[src/rtl/spi_pkg.sv]
// Shared definitions for the SPI master: command encodings, frame widths
// and the master state enum.
package spi_pkg;

  localparam int FRAME_W = 10;
  localparam int DATA_W  = 8;

  typedef enum logic [1:0] {
    CMD_WR_ADDR = 2'b00,
    CMD_WR_DATA = 2'b01,
    CMD_RD_ADDR = 2'b10,
    CMD_RD_DATA = 2'b11
  } cmd_t;

  typedef enum logic [2:0] {
    IDLE,
    SHIFT,
    TURN,
    RECV,
    GAP
  } state_t;

endpackage

[src/rtl/spi_master_shifter.sv]
// Transmit (10-bit, MSB first) and receive (8-bit, MSB first) shift
// registers for the SPI master, driven by strobes from the state machine.
module spi_master_shifter
  import spi_pkg::*;
(
  input  logic               i_clk,
  input  logic               i_rst,
  input  logic               i_load,
  input  logic               i_shift,
  input  logic               i_sample,
  input  logic               i_clr,
  input  logic [FRAME_W-1:0] i_frame,
  input  logic               i_miso,
  output logic               o_mosi,
  output logic [DATA_W-1:0]  o_rx_next
);

  logic [FRAME_W-1:0] r_tx;
  logic [DATA_W-1:0]  r_rx;

  // Zeros are shifted in behind the frame so MOSI idles low afterwards.
  always_ff @(posedge i_clk) begin
    if (i_rst || i_clr) begin
      r_tx <= '0;
    end else if (i_load) begin
      r_tx <= i_frame;
    end else if (i_shift) begin
      r_tx <= {r_tx[FRAME_W-2:0], 1'b0};
    end
  end

  always_ff @(posedge i_clk) begin
    if (i_rst || i_load) begin
      r_rx <= '0;
    end else if (i_sample) begin
      r_rx <= o_rx_next;
    end
  end

  assign o_mosi    = r_tx[FRAME_W-1];
  assign o_rx_next = {r_rx[DATA_W-2:0], i_miso};

endmodule

[src/rtl/spi_master.sv]
// SPI master: 10-bit command frames with optional read-data turnaround.
// Define SPI_MASTER_ABORT_EN to add the abort input.
module spi_master
  import spi_pkg::*;
#(
  parameter int TURNAROUND = 2,
  parameter int GAP_CYCLES = 1
) (
  input  logic              clk,
  input  logic              rst,
  input  logic              cmd_valid,
  output logic              cmd_ready,
  input  logic [1:0]        cmd_type,
  input  logic [DATA_W-1:0] cmd_data,
  output logic              SS_n,
  output logic              MOSI,
  input  logic              MISO,
  output logic [DATA_W-1:0] rd_data,
  output logic              rd_valid,
  output logic              busy
`ifdef SPI_MASTER_ABORT_EN
  ,
  input  logic              abort
`endif
);

  localparam logic [3:0] SHIFT_LAST = 4'd9;
  localparam logic [3:0] RECV_LAST  = 4'd7;
  localparam logic [3:0] TURN_LAST  = 4'(TURNAROUND - 1);
  localparam logic [3:0] GAP_LAST   = 4'(GAP_CYCLES - 1);

  state_t              r_state;
  state_t              w_nxt;
  logic [3:0]          r_cnt;
  logic                r_ready;
  logic                r_ss_n;
  logic                r_is_rd;
  logic                r_rd_valid;
  logic [DATA_W-1:0]   r_rd_data;

  logic                w_abort;
  logic                w_load;
  logic                w_shift;
  logic                w_sample;
  logic                w_clr;
  logic                w_done;
  logic [DATA_W-1:0]   w_rx_next;

`ifdef SPI_MASTER_ABORT_EN
  assign w_abort = abort;
`else
  assign w_abort = 1'b0;
`endif

  always_comb begin
    w_nxt    = r_state;
    w_load   = 1'b0;
    w_shift  = 1'b0;
    w_sample = 1'b0;
    w_clr    = 1'b0;
    w_done   = 1'b0;
    unique case (r_state)
      IDLE: begin
        if (cmd_valid && r_ready) begin
          w_nxt  = SHIFT;
          w_load = 1'b1;
        end
      end
      SHIFT: begin
        w_shift = 1'b1;
        if (r_cnt == SHIFT_LAST) begin
          w_nxt = r_is_rd ? TURN : GAP;
        end
      end
      TURN: begin
        if (r_cnt == TURN_LAST) begin
          w_nxt = RECV;
        end
      end
      RECV: begin
        w_sample = 1'b1;
        if (r_cnt == RECV_LAST) begin
          w_nxt  = GAP;
          w_done = 1'b1;
        end
      end
      GAP: begin
        if (r_cnt == GAP_LAST) begin
          w_nxt = IDLE;
        end
      end
      default: w_nxt = IDLE;
    endcase
    // Abort overrides every strobe so no partial byte is published.
    if (w_abort && (r_state inside {SHIFT, TURN, RECV})) begin
      w_nxt    = GAP;
      w_shift  = 1'b0;
      w_sample = 1'b0;
      w_done   = 1'b0;
      w_clr    = 1'b1;
    end
  end

  always_ff @(posedge clk) begin
    if (rst) begin
      r_state <= IDLE;
    end else begin
      r_state <= w_nxt;
    end
  end

  always_ff @(posedge clk) begin
    if (rst || (w_nxt != r_state) || (r_state == IDLE)) begin
      r_cnt <= '0;
    end else begin
      r_cnt <= r_cnt + 4'd1;
    end
  end

  always_ff @(posedge clk) begin
    if (rst) begin
      r_ready    <= 1'b0;
      r_ss_n     <= 1'b1;
      r_is_rd    <= 1'b0;
      r_rd_valid <= 1'b0;
      r_rd_data  <= '0;
    end else begin
      r_ready    <= (w_nxt == IDLE);
      r_ss_n     <= !(w_nxt inside {SHIFT, TURN, RECV});
      r_rd_valid <= w_done;
      if (w_load) begin
        r_is_rd <= (cmd_t'(cmd_type) == CMD_RD_DATA);
      end
      if (w_done) begin
        r_rd_data <= w_rx_next;
      end
    end
  end

  spi_master_shifter u_shifter (
    .i_clk     (clk),
    .i_rst     (rst),
    .i_load    (w_load),
    .i_shift   (w_shift),
    .i_sample  (w_sample),
    .i_clr     (w_clr),
    .i_frame   ({cmd_type, cmd_data}),
    .i_miso    (MISO),
    .o_mosi    (MOSI),
    .o_rx_next (w_rx_next)
  );

  assign cmd_ready = r_ready;
  assign SS_n      = r_ss_n;
  assign rd_valid  = r_rd_valid;
  assign rd_data   = r_rd_data;
  assign busy      = (r_state != IDLE);

endmodule

[config.mk]
export PLATFORM = sky130hd
export DESIGN_NAME = spi_master
export DESIGN_NICKNAME = d
export VERILOG_FILES = /design/src/rtl/spi_pkg.sv /design/src/rtl/spi_master_shifter.sv /design/src/rtl/spi_master.sv
export SDC_FILE = /design/constraint.sdc
export NUM_CORES = 1
export LEC_CHECK = 0
export ABC_AREA = 1
export BUFFER_PORTS_ARGS = -buffer_cell sky130_fd_sc_hd__buf_2
export CAP_MARGIN = 10
export CORE_UTILIZATION = 49
export DETAILED_ROUTE_END_ITERATION = 10
export GPL_ROUTABILITY_DRIVEN = 0
export PLACE_DENSITY = 0.74
export SYNTH_ARGS = -nofsm -noshare
export SYNTH_HDL_FRONTEND = slang
export SYNTH_SLANG_ARGS = --single-unit
export TNS_END_PERCENT = 5
[constraint.sdc]
create_clock -name clk -period 1.5 [get_ports clk]
set_clock_uncertainty 0.15 [all_clocks]
set_input_delay 0.15 -clock clk [delete_from_list [all_inputs] [get_ports clk]]
set_output_delay 0.15 -clock clk [all_outputs]
set_load 0.01 [all_outputs]
==> run_results.csv <==
group,metric,value,unit
floorplan,start_util,0.531,
cells_and_area,n_antenna_cell,0,
route,drc_errors,2,
cells_and_area,fin_nets,277,
cells_and_area,drive_gt1_frac,0.342,
place,port_buffers,26,
cts,cts.sinks,36,
run,drv_cap,0,
setup_path,crit_top_cell,"nand2_2",
setup_path,critPathMaxFanout,4,
timing,fin_setup_tns,-0.0909,ns
pwr,irDropWorstVdd,834,uV
route,vias_per_cell,5.01,
yosys,syn_area,1520,sq um
setup_path,critPathMaxStageDelay,0.36,ns
timing,drv_slew,0,
setup_path,slowest_stage,"dfxtp_2",
timing,slew_headroom,0.877,
yosys,synth-warning-count,0,
cells_and_area,final_cell_mix,"nand2_1, dfxtp_1, buf_2",
cts,cts_tree,"yes",
run_status,outcome,"finished with violations",
yosys,synth-edff-count,0,
timing,post-route-period-util,1.02,
timing,hold_viol_final,0,
setup_path,arrival,1.65,ns
cells_and_area,area_delta_synth_final,38.2,%
cts,clk_pin_slew_worst_paths,0.10,ns
yosys,ys_types,24,
run_status,violations,"DRC, setup timing",
yosys,yosysSeqAreaShare,0.476,
timing,period_minus_slack,1.54,ns
cts,htreeDepth,2,
yosys,synth-seq-cells,36,
route,drt-initial-drc-count,23,
route,dr.pass1.iters,7,
global_route,grt_start_max_net_pins,11,
global_route,grt_usage,0.228,
floorplan,die-area,3320,sq um
cts,cts_buffers,5,
setup_path,path_cells,"inv_2 -> ha_4 -> nand2_2 -> nor2_4 -> nor2_1 -> nor2_2 -> buf_4 -> nand3_2 -> nand2_2 -> nor3_2",
setup_path,startpoint_type,"flip-flop",
global_route,antenna_found_initial,0,
global_route,overflow,0,
cells_and_area,final_common_cell,"nand2_1",
floorplan,rows,19,
place,dp_cells,266,
global_route,grt_first_pass_wirelength,5.69,mm
yosys,synth_nets,215,
cts,cts-root-buf,"clkbuf_4",
cells_and_area,fillers,229,
floorplan,die_h,57.6,microns
setup_path,critPathRequiredTime,1.62,ns
floorplan,die_x,57.6,microns
route,drtAntennaViolNets,0,
hold_path,min_path_type,"in2reg",
timing,rsz0062_at_grt,"yes",
cells_and_area,fin_cells,291,
setup_path,worst-setup-path-type,"reg2reg",
yosys,ys.flop_type,"dfxtp_1",
yosys,syn_area_per_cell,7.65,sq um
timing,setup_viol,4,
pwr,p_leak,0.000950,uW
cts,clockBufferDepth,2,
route,wl_per_cell,11.8,microns
floorplan,io_pins,27,
yosys,async_flop_share,0,
yosys,netlist_instances,198,
floorplan,fp.coreArea,2850,sq um
timing,max_freq,0.651,GHz
timing,setup_ws,-0.0372,ns
global_route,grt_pass1_vias,1381,
pwr,p_per_area,814,nW/um^2
setup_path,endpoint_kind,"flip-flop",
place,dp_hpwl,2.18,mm
cts,insertion_delay,0.34,ns
route,drt-total-wl,3.43,mm
timing,worst_pin_slew,0.182,ns
route,vias,1457,
## power breakdown
| part | switching [uW] | internal [uW] | total (uW) |
|---|---|---|---|
| Clock | 303 | 173 | 475 |
| Sequential | 18.9 | 982 | 1000 |
| Combinational | 127 | 101 | 228 |
## cell type report
cell class                      count  area [sq um]  share of cell area
Clock inverter                      1          5.00             0.00239
Sequential cell                    36           733               0.350
Timing Repair Buffer               59           412               0.197
Clock buffer                        6          41.3              0.0197
Tap cell                           31          38.8              0.0185
Multi-Input combinational cell    138           788               0.377
Inverter                           20          75.1              0.0359
## metal layers
layer	GRT usage	wire length [microns]
met5	0	0
met4	0.0523	47
met3	0.0804	102
met2	0.404	1740
met1	0.264	1540
## flip-flops by register name, indices dropped and copies added (netlist names)
signal / cells
cmd_ready: 1
rd_data: 8
u_shifter.r_tx: 10
u_shifter.r_rx: 7
SS_n: 1
r_state: 3
r_is_rd: 1
rd_valid: 1
r_cnt: 4
## worst paths after layout
check / startpoint / end / slack [ns] / cells after the start
setup / recovery: r_cnt[1] / r_cnt[1] / -0.04 / 10
hold reg to reg: rd_data[7] / rd_data[7] / 0.32 / 2
setup reg to reg: r_cnt[1] / r_cnt[1] / -0.04 / 10
hold / removal: cmd_valid / r_is_rd / 0.24 / 8
## timing repair
action / in CTS / in global routing
hold buffers: 12 / 0
buffers inserted: 6 / 0
endpoints found under the setup margin: 8 / 25
endpoints found under the hold margin: 15 / 0
pin swaps: 10 / 0
gates resized for setup: 24 / 8
## Yosys cell counts, types with 2 or more instances
master / instances / area (sq um)
nand2_1: 70 / 263
dfxtp_1: 36 / 721
nand3_1: 17 / 85.1
inv_1: 15 / 56.3
a21oi_1: 11 / 55.1
a31oi_1: 9 / 56.3
nor2_1: 7 / 26.3
nor3_1: 6 / 30.0
nand3_2: 4 / 40.0
ha_1: 3 / 37.5
inv_2: 3 / 11.3
buf_6: 2 / 22.5
clkinv_1: 2 / 7.51
nand2_2: 2 / 12.5
nor2_2: 2 / 12.5
## kinds of logic (layout without fill, tap and decap cells)
kind of cell    count (synthesis)  in the layout  synth area share
fa+ha+maj                       3              3            0.0248
buf+inv                        24             86            0.0718
flops                          36             36             0.476
simple gates                  110            110             0.330
compound gates                 23             23            0.0859
xor+xnor                        2              2            0.0116
## metrics by stage
stage | hold WS, ns | util | setup slack [ns] | instance area [sq um] | power, uW
detailed placement | 0.243 | 0.618 | -0.0954 | 1760 | 1200
global route | 0.270 | 0.734 | -0.152 | 2090 | 1800
finish | 0.239 | 0.734 | -0.0372 | 2090 | 1700
floorplan | 0.103 | - | 0.0473 | 1520 | 1130
global placement | 0.213 | 0.618 | -0.0496 | 1760 | 1200
CTS | 0.212 | 0.722 | -0.000982 | 2060 | 1700
## worst max-delay path, delay by kind of cell, from the launching register on
kind	cells	cell delay (ns)
and+or+nand+nor	7	0.63
adders and majority gates	1	0.16
buffers and inverters	2	0.19
DFF	1	0.36
No activity file was read; power rests on OpenSTA's default activity.
